File: config.mk
export PLATFORM = sky130hd
export DESIGN_NAME = siso_arb
export DESIGN_NICKNAME = d
export VERILOG_FILES = /design/src/rtl/siso_arb_pkg.sv /design/src/rtl/siso_line.sv /design/src/rtl/siso_arb.sv
export SDC_FILE = /design/constraint.sdc
export NUM_CORES = 1
export LEC_CHECK = 0
export BUFFER_PORTS_ARGS = -buffer_cell sky130_fd_sc_hd__buf_2
export CAP_MARGIN = 20
export CORE_AREA = 2 2 82 123
export CTS_BUF_LIST = sky130_fd_sc_hd__clkbuf_2
export CTS_CLUSTER_SIZE = 16
export DETAILED_ROUTE_END_ITERATION = 10
export DIE_AREA = 0 0 84 125
export SLEW_MARGIN = 20
export SYNTH_ARGS = -nofsm -noshare
export SYNTH_HDL_FRONTEND = slang
export SYNTH_SLANG_ARGS = --single-unit
File: constraint.sdc
create_clock -name clk -period 5.6 [get_ports clk]
set_clock_uncertainty 0.05 [all_clocks]
set_input_delay 1.12 -clock clk [delete_from_list [all_inputs] [get_ports clk]]
set_output_delay 1.12 -clock clk [all_outputs]
set_load 0.005 [all_outputs]
File: src/rtl/siso_arb_pkg.sv
`default_nettype none
// ============================================================================
//  Module      : siso_arb_pkg
//  Description : Default parameters and the delay-line stage record shared
//                by the siso_arb arbiter and its siso_line delay line.
//  Revision    : 1.0  initial release
// ============================================================================
package siso_arb_pkg;

    localparam int DEF_DATA_WID = 8;
    localparam int DEF_DEPTH    = 5;
    localparam int DEF_NUM_REQ  = 4;
    localparam int DEF_MAX_OUT  = 2;
    localparam int DEF_ID_W     = $clog2(DEF_NUM_REQ);

    // One delay-line stage at the default widths. The valid flag is the
    // most significant field, so a flattened record carries it in its MSB.
    typedef struct packed {
        logic                    valid;
        logic [DEF_ID_W-1:0]     id;
        logic [DEF_DATA_WID-1:0] data;
    } stage_t;

    // Width of a flattened {valid, id, data} record.
    function automatic int rec_width(input int id_w, input int data_wid);
        return 1 + id_w + data_wid;
    endfunction

endpackage
`default_nettype wire

File: src/rtl/siso_line.sv
`default_nettype none
// ============================================================================
//  Module      : siso_line
//  Description : DEPTH-stage record-wide shift register with shift enable and
//                synchronous reset. The MSB of each record is its valid flag.
//  Revision    : 1.0  initial release
// ============================================================================
module siso_line #(
    parameter int DEPTH = 5,
    parameter int WIDTH = 14
) (
    input  logic             clk,
    input  logic             rst,
    input  logic             shift_en,
    input  logic [WIDTH-1:0] din,
    output logic [WIDTH-1:0] dout,
    output logic             any_valid
);

    logic [WIDTH-1:0] r_stage [DEPTH];

    // Shift register: reset clears every record, otherwise advance one stage per enabled edge
    always_ff @(posedge clk) begin
        if (rst) begin
            for (int i = 0; i < DEPTH; i++) r_stage[i] <= '0;
        end else if (shift_en) begin
            r_stage[0] <= din;
            for (int i = 1; i < DEPTH; i++) r_stage[i] <= r_stage[i-1];
        end
    end

    assign dout = r_stage[DEPTH-1];

    // Occupancy flag: OR of the valid bit (MSB) of every stage
    always_comb begin
        any_valid = 1'b0;
        for (int i = 0; i < DEPTH; i++) any_valid = any_valid | r_stage[i][WIDTH-1];
    end

endmodule
`default_nettype wire

File: src/rtl/siso_arb.sv
`default_nettype none
// ============================================================================
//  Module      : siso_arb
//  Description : Credit-limited round-robin arbiter feeding a shared fixed
//                latency delay line. Each requester may have at most MAX_OUT
//                items in flight; a credit returns in the cycle its item is
//                presented, so a full requester can be granted again then.
//  Revision    : 1.0  initial release
// ============================================================================
module siso_arb
    import siso_arb_pkg::*;
#(
    parameter int DATA_WID = DEF_DATA_WID,
    parameter int DEPTH    = DEF_DEPTH,
    parameter int NUM_REQ  = DEF_NUM_REQ,
    parameter int MAX_OUT  = DEF_MAX_OUT
) (
    input  logic                        clk,
    input  logic                        rst,
    input  logic [NUM_REQ-1:0]          req_valid,
    input  logic [NUM_REQ*DATA_WID-1:0] req_data,
    output logic [NUM_REQ-1:0]          req_ready,
    input  logic                        hold,
    output logic                        out_valid,
    output logic [$clog2(NUM_REQ)-1:0]  out_id,
    output logic [DATA_WID-1:0]         out_data,
    output logic                        busy
);

    localparam int c_id_w  = $clog2(NUM_REQ);
    localparam int c_cnt_w = $clog2(MAX_OUT + 1);
    localparam int c_rec_w = rec_width(c_id_w, DATA_WID);
    localparam logic [c_cnt_w-1:0] c_max_out = c_cnt_w'(MAX_OUT);

    // Same field order as siso_arb_pkg::stage_t, sized for this instance.
    typedef struct packed {
        logic                valid;
        logic [c_id_w-1:0]   id;
        logic [DATA_WID-1:0] data;
    } rec_t;

    logic [c_cnt_w-1:0]  r_cnt [NUM_REQ];
    logic [c_id_w-1:0]   r_ptr;

    logic [DATA_WID-1:0] w_req_word [NUM_REQ];
    logic [NUM_REQ-1:0]  w_eligible;
    logic [NUM_REQ-1:0]  w_dec;
    logic [NUM_REQ-1:0]  w_grant;
    logic [c_id_w-1:0]   w_gnt_id;
    logic [c_id_w-1:0]   w_idx;
    logic                w_found;
    logic                w_xfer;
    logic                w_any_valid;
    rec_t                w_stage0;
    rec_t                w_last;

    // Per-requester data slices, credit return and eligibility
    generate
        for (genvar i = 0; i < NUM_REQ; i++) begin : g_req
            assign w_req_word[i] = req_data[i*DATA_WID +: DATA_WID];
            assign w_dec[i]      = out_valid && (out_id == c_id_w'(i));
            assign w_eligible[i] = req_valid[i] && ((r_cnt[i] < c_max_out) || w_dec[i]);
        end
    endgenerate

    // Round-robin search starting after the last granted requester
    always_comb begin
        w_grant  = '0;
        w_gnt_id = '0;
        w_found  = 1'b0;
        w_idx    = '0;
        for (int k = 1; k <= NUM_REQ; k++) begin
            w_idx = c_id_w'((int'(r_ptr) + k) % NUM_REQ);
            if (!w_found && w_eligible[w_idx]) begin
                w_found         = 1'b1;
                w_grant[w_idx]  = 1'b1;
                w_gnt_id        = w_idx;
            end
        end
        if (rst || hold) w_grant = '0;
    end

    assign req_ready = w_grant;
    assign w_xfer    = |w_grant;

    // Stage-0 record: the granted item, or a bubble
    always_comb begin
        w_stage0 = '0;
        if (w_xfer) begin
            w_stage0.valid = 1'b1;
            w_stage0.id    = w_gnt_id;
            w_stage0.data  = w_req_word[w_gnt_id];
        end
    end

    siso_line #(
        .DEPTH (DEPTH),
        .WIDTH (c_rec_w)
    ) u_line (
        .clk       (clk),
        .rst       (rst),
        .shift_en  (!hold),
        .din       (w_stage0),
        .dout      (w_last),
        .any_valid (w_any_valid)
    );

    assign out_valid = w_last.valid & ~hold;
    assign out_id    = w_last.id;
    assign out_data  = w_last.data;
    assign busy      = w_any_valid;

    // Round-robin pointer: remembers the last requester that transferred
    always_ff @(posedge clk) begin
        if (rst) begin
            r_ptr <= c_id_w'(NUM_REQ - 1);
        end else if (w_xfer) begin
            r_ptr <= w_gnt_id;
        end
    end

    // In-flight credit counters; simultaneous grant and return cancel out
    always_ff @(posedge clk) begin
        if (rst) begin
            for (int i = 0; i < NUM_REQ; i++) r_cnt[i] <= '0;
        end else if (!hold) begin
            for (int i = 0; i < NUM_REQ; i++) begin
                if (w_grant[i] && !w_dec[i]) begin
                    r_cnt[i] <= r_cnt[i] + c_cnt_w'(1);
                end else if (!w_grant[i] && w_dec[i]) begin
                    r_cnt[i] <= r_cnt[i] - c_cnt_w'(1);
                end
            end
        end
    end

endmodule
`default_nettype wire
==> results.sh <==
export IMPL_outcome="complete, no violations"
export IMPL_path_clk_slew_ps=190
export IMPL_layout_common_cells="edfxtp_1 (63), buf_2 (54), and2_1 (45)"
export IMPL_grt_pass1_vias=2166
export IMPL_wl_per_cell_um=13.70
export IMPL_start_util=0.3847
export IMPL_post_cts_buffers=0
export IMPL_vdd_ir_drop_max_uv=178.4
export IMPL_synth_seq_area_share=0.5273
export IMPL_ys_ff_latch=65
export IMPL_use_met1=0.1591
export IMPL_finalMaxSlewViolations=0
export IMPL_syn_inst=286
export IMPL_syn_nets=333
export IMPL_synth_ff_type="edfxtp_1"
export IMPL_clk_path_buf_depth=2
export IMPL_finalSetupViolCount=0
export IMPL_clkLatencyLatePin_ps=500
export IMPL_endpoint_kind="primary output"
export IMPL_fin_area_sq_um=4106
export IMPL_crit_path_max_incr_delay_ps=550
export IMPL_post_route_period_util=0.8031
export IMPL_fp_coreArea_sq_um=9524
export IMPL_power_leakage_nw=1.748
export IMPL_synth_area_sq_um=3664
export IMPL_worst_pin_slew_ps=888.1
export IMPL_root_buffer="clkbuf_2"
export IMPL_port_buffers=54
export IMPL_relSlewSlack=0.4079
export IMPL_die_w_um=84
export IMPL_critPathMostFrequentCell="buf_2"
export IMPL_die_y_um=125
export IMPL_maxCapViolCount=0
export IMPL_final_nets=380
export IMPL_hold_depth=1
export IMPL_grt_use_total=0.1277
export IMPL_drc=0
export IMPL_io_pins=55
export IMPL_synth_cell_types=53
export IMPL_place_ws_ps=1169
export IMPL_grt_max_degree=56
export IMPL_startpoint_type="input pin"
export IMPL_final_hold_viol_count=0
export IMPL_synth_avg_cell_area_sq_um=12.81
export IMPL_slowest_stage="a2111oi_4"
export IMPL_mostFrequentLayoutCell="edfxtp_1"
export IMPL_postCtsHoldBufs=0
export IMPL_fmax_mhz=222.4
export IMPL_via_count=2292
export IMPL_rsz0062_at_grt="no"
export IMPL_cp_max_fo=13
export IMPL_ant_nets=0
export IMPL_powerDensity_nw_per_um2=335.6
export IMPL_wirelength_um=6222
export IMPL_path_class="in2out"
export IMPL_drtIter0Drc=159
export IMPL_async_reset_ff_frac=0
export IMPL_layout_min_cycle_time_ps=4497
export IMPL_firstDrtPassIters=4
export IMPL_setup_ws_ps=1103
export IMPL_yosys_warnings=0
export IMPL_antenna_found_initial=1
export IMPL_arrival_ps=3330
export IMPL_hpwl_um=4236
export IMPL_grt_met3_usage=0.02310
export IMPL_rows=44
export IMPL_yosysTopAreaCellShare=0.5164
export IMPL_cp_required_ps=4430
export IMPL_path_delay_family="compound AO/OA/AOI/OAI gates"
export IMPL_cp_cell_sequence="buf_2, nand4bb_1, a21boi_1, nand3_1, a2111oi_4, o21ai_1, a21oi_2, buf_2"
export IMPL_ctsResizeCount=0
export IMPL_reg2reg_depth=7
export IMPL_hold_path_class="reg2reg"
export IMPL_syn_to_final_growth_pct=12.09
export IMPL_gr_total_overflow=0
export IMPL_grt_pass1_wl_um=10670
export IMPL_numCtsBuffers=9
export IMPL_dieArea_sq_um=10500
export IMPL_postPlaceCellArea_sq_um=3965
export IMPL_vias_per_cell=5.048
export IMPL_grt_use_met2=0.2071
export IMPL_cts_tree="done"
export IMPL_synth_edf_count=63
export IMPL_drive_above_1_share=0.3254
export IMPL_cp_depth=8
export IMPL_busiest_layer="met2"
export IMPL_setup_tns_ps=0
export IMPL_cts_sinks=65
export IMPL_worst_path_buf_inv=2
export IMPL_netlist_top_cells_area="edfxtp_1 (52%), and2_1 (7.7%), mux2i_1 (3.6%), mux2_2 (2.8%), ha_1 (2.7%)"
export IMPL_total_power_w=0.001378
export IMPL_h_tree_depth=3
export IMPL_synth_area_leader_cell="edfxtp_1"
export IMPL_place_congestion=0.8237
area by class of cell:
cell class / count / area [sq um]
inverters: 10 / 37.54
fillers: 887 / 5418
clock inverters: 7 / 93.84
flip-flops and latches: 65 / 1932
diodes: 1 / 2.502
well taps: 115 / 143.9
clock buffers: 9 / 45.04
multi-input cells: 191 / 1567
repair buffers: 56 / 285.3
logic make-up after synthesis:
| logic type | synth area share |
|---|---|
| flip-flops | 0.5273 |
| AO/OA/AOI/OAI | 0.1250 |
| XOR/XNOR | 0.009565 |
| buffers and inverters | 0.04644 |
| AND/OR/NAND/NOR | 0.1766 |
| adder cells (fa/ha/maj) | 0.02732 |
| multiplexers | 0.08777 |
through the flow:
step	utilization	hold WS, ps	std cells
2_1_floorplan	-	446.7	286
4_1_cts	0.4309	469.1	453
3_3_place_gp	0.4163	449.4	437
5_1_grt	0.4312	487.8	454
6_report	0.4312	474.8	454
3_5_place_dp	0.4163	452.6	437
flip-flops by register name, indices dropped and copies added, names as in the netlist:
register / flops
r_cnt: 8
r_ptr: 2
u_line.r_stage: 55
cells in the mapped netlist, drive strengths merged, types with 2 or more instances:
master	n
a2111oi	2
a21boi	5
a21oi	9
and2	46
buf	14
clkbuf	6
dfxtp	2
edfxtp	63
ha	8
inv	10
mux2	9
mux2i	13
mux4	4
nand2	12
nand2b	4
nand3	7
nand4bb	2
nor2	11
nor2b	3
nor3	5
nor3b	3
o211a	8
o21ai	13
o22ai	4
or3	4
xor2	3
routing by layer:
metal / wire [um] / vias up
li1: - / 1135
met1: 2629 / 1088
met2: 3171 / 50
met3: 203 / 19
met4: 218 / 0
met5: 0 / -
worst paths after layout:
path,from,endpoint,slack [ps]
hold / removal,u_line.r_stage[0][6]$_SDFFCE_PN0P_,u_line.r_stage[1][6]$_SDFFCE_PN0P_,470
hold reg to reg,u_line.r_stage[0][6]$_SDFFCE_PN0P_,u_line.r_stage[1][6]$_SDFFCE_PN0P_,470
setup / recovery,hold,req_ready[3],1100
setup reg to reg,r_ptr[1]$_SDFFE_PP1P_,u_line.r_stage[0][8]$_SDFFCE_PN0P_,2310
where the power goes:
| group | internal, W | total, W | switching [W] | leakage, nW |
|---|---|---|---|---|
| clock | 0.000148 | 0.000320 | 0.000173 | 0.0799 |
| sequential | 0.000601 | 0.000637 | 0.0000357 | 0.710 |
| combinational | 0.000181 | 0.000421 | 0.000240 | 0.959 |
No activity file was read; power rests on OpenSTA's default activity.
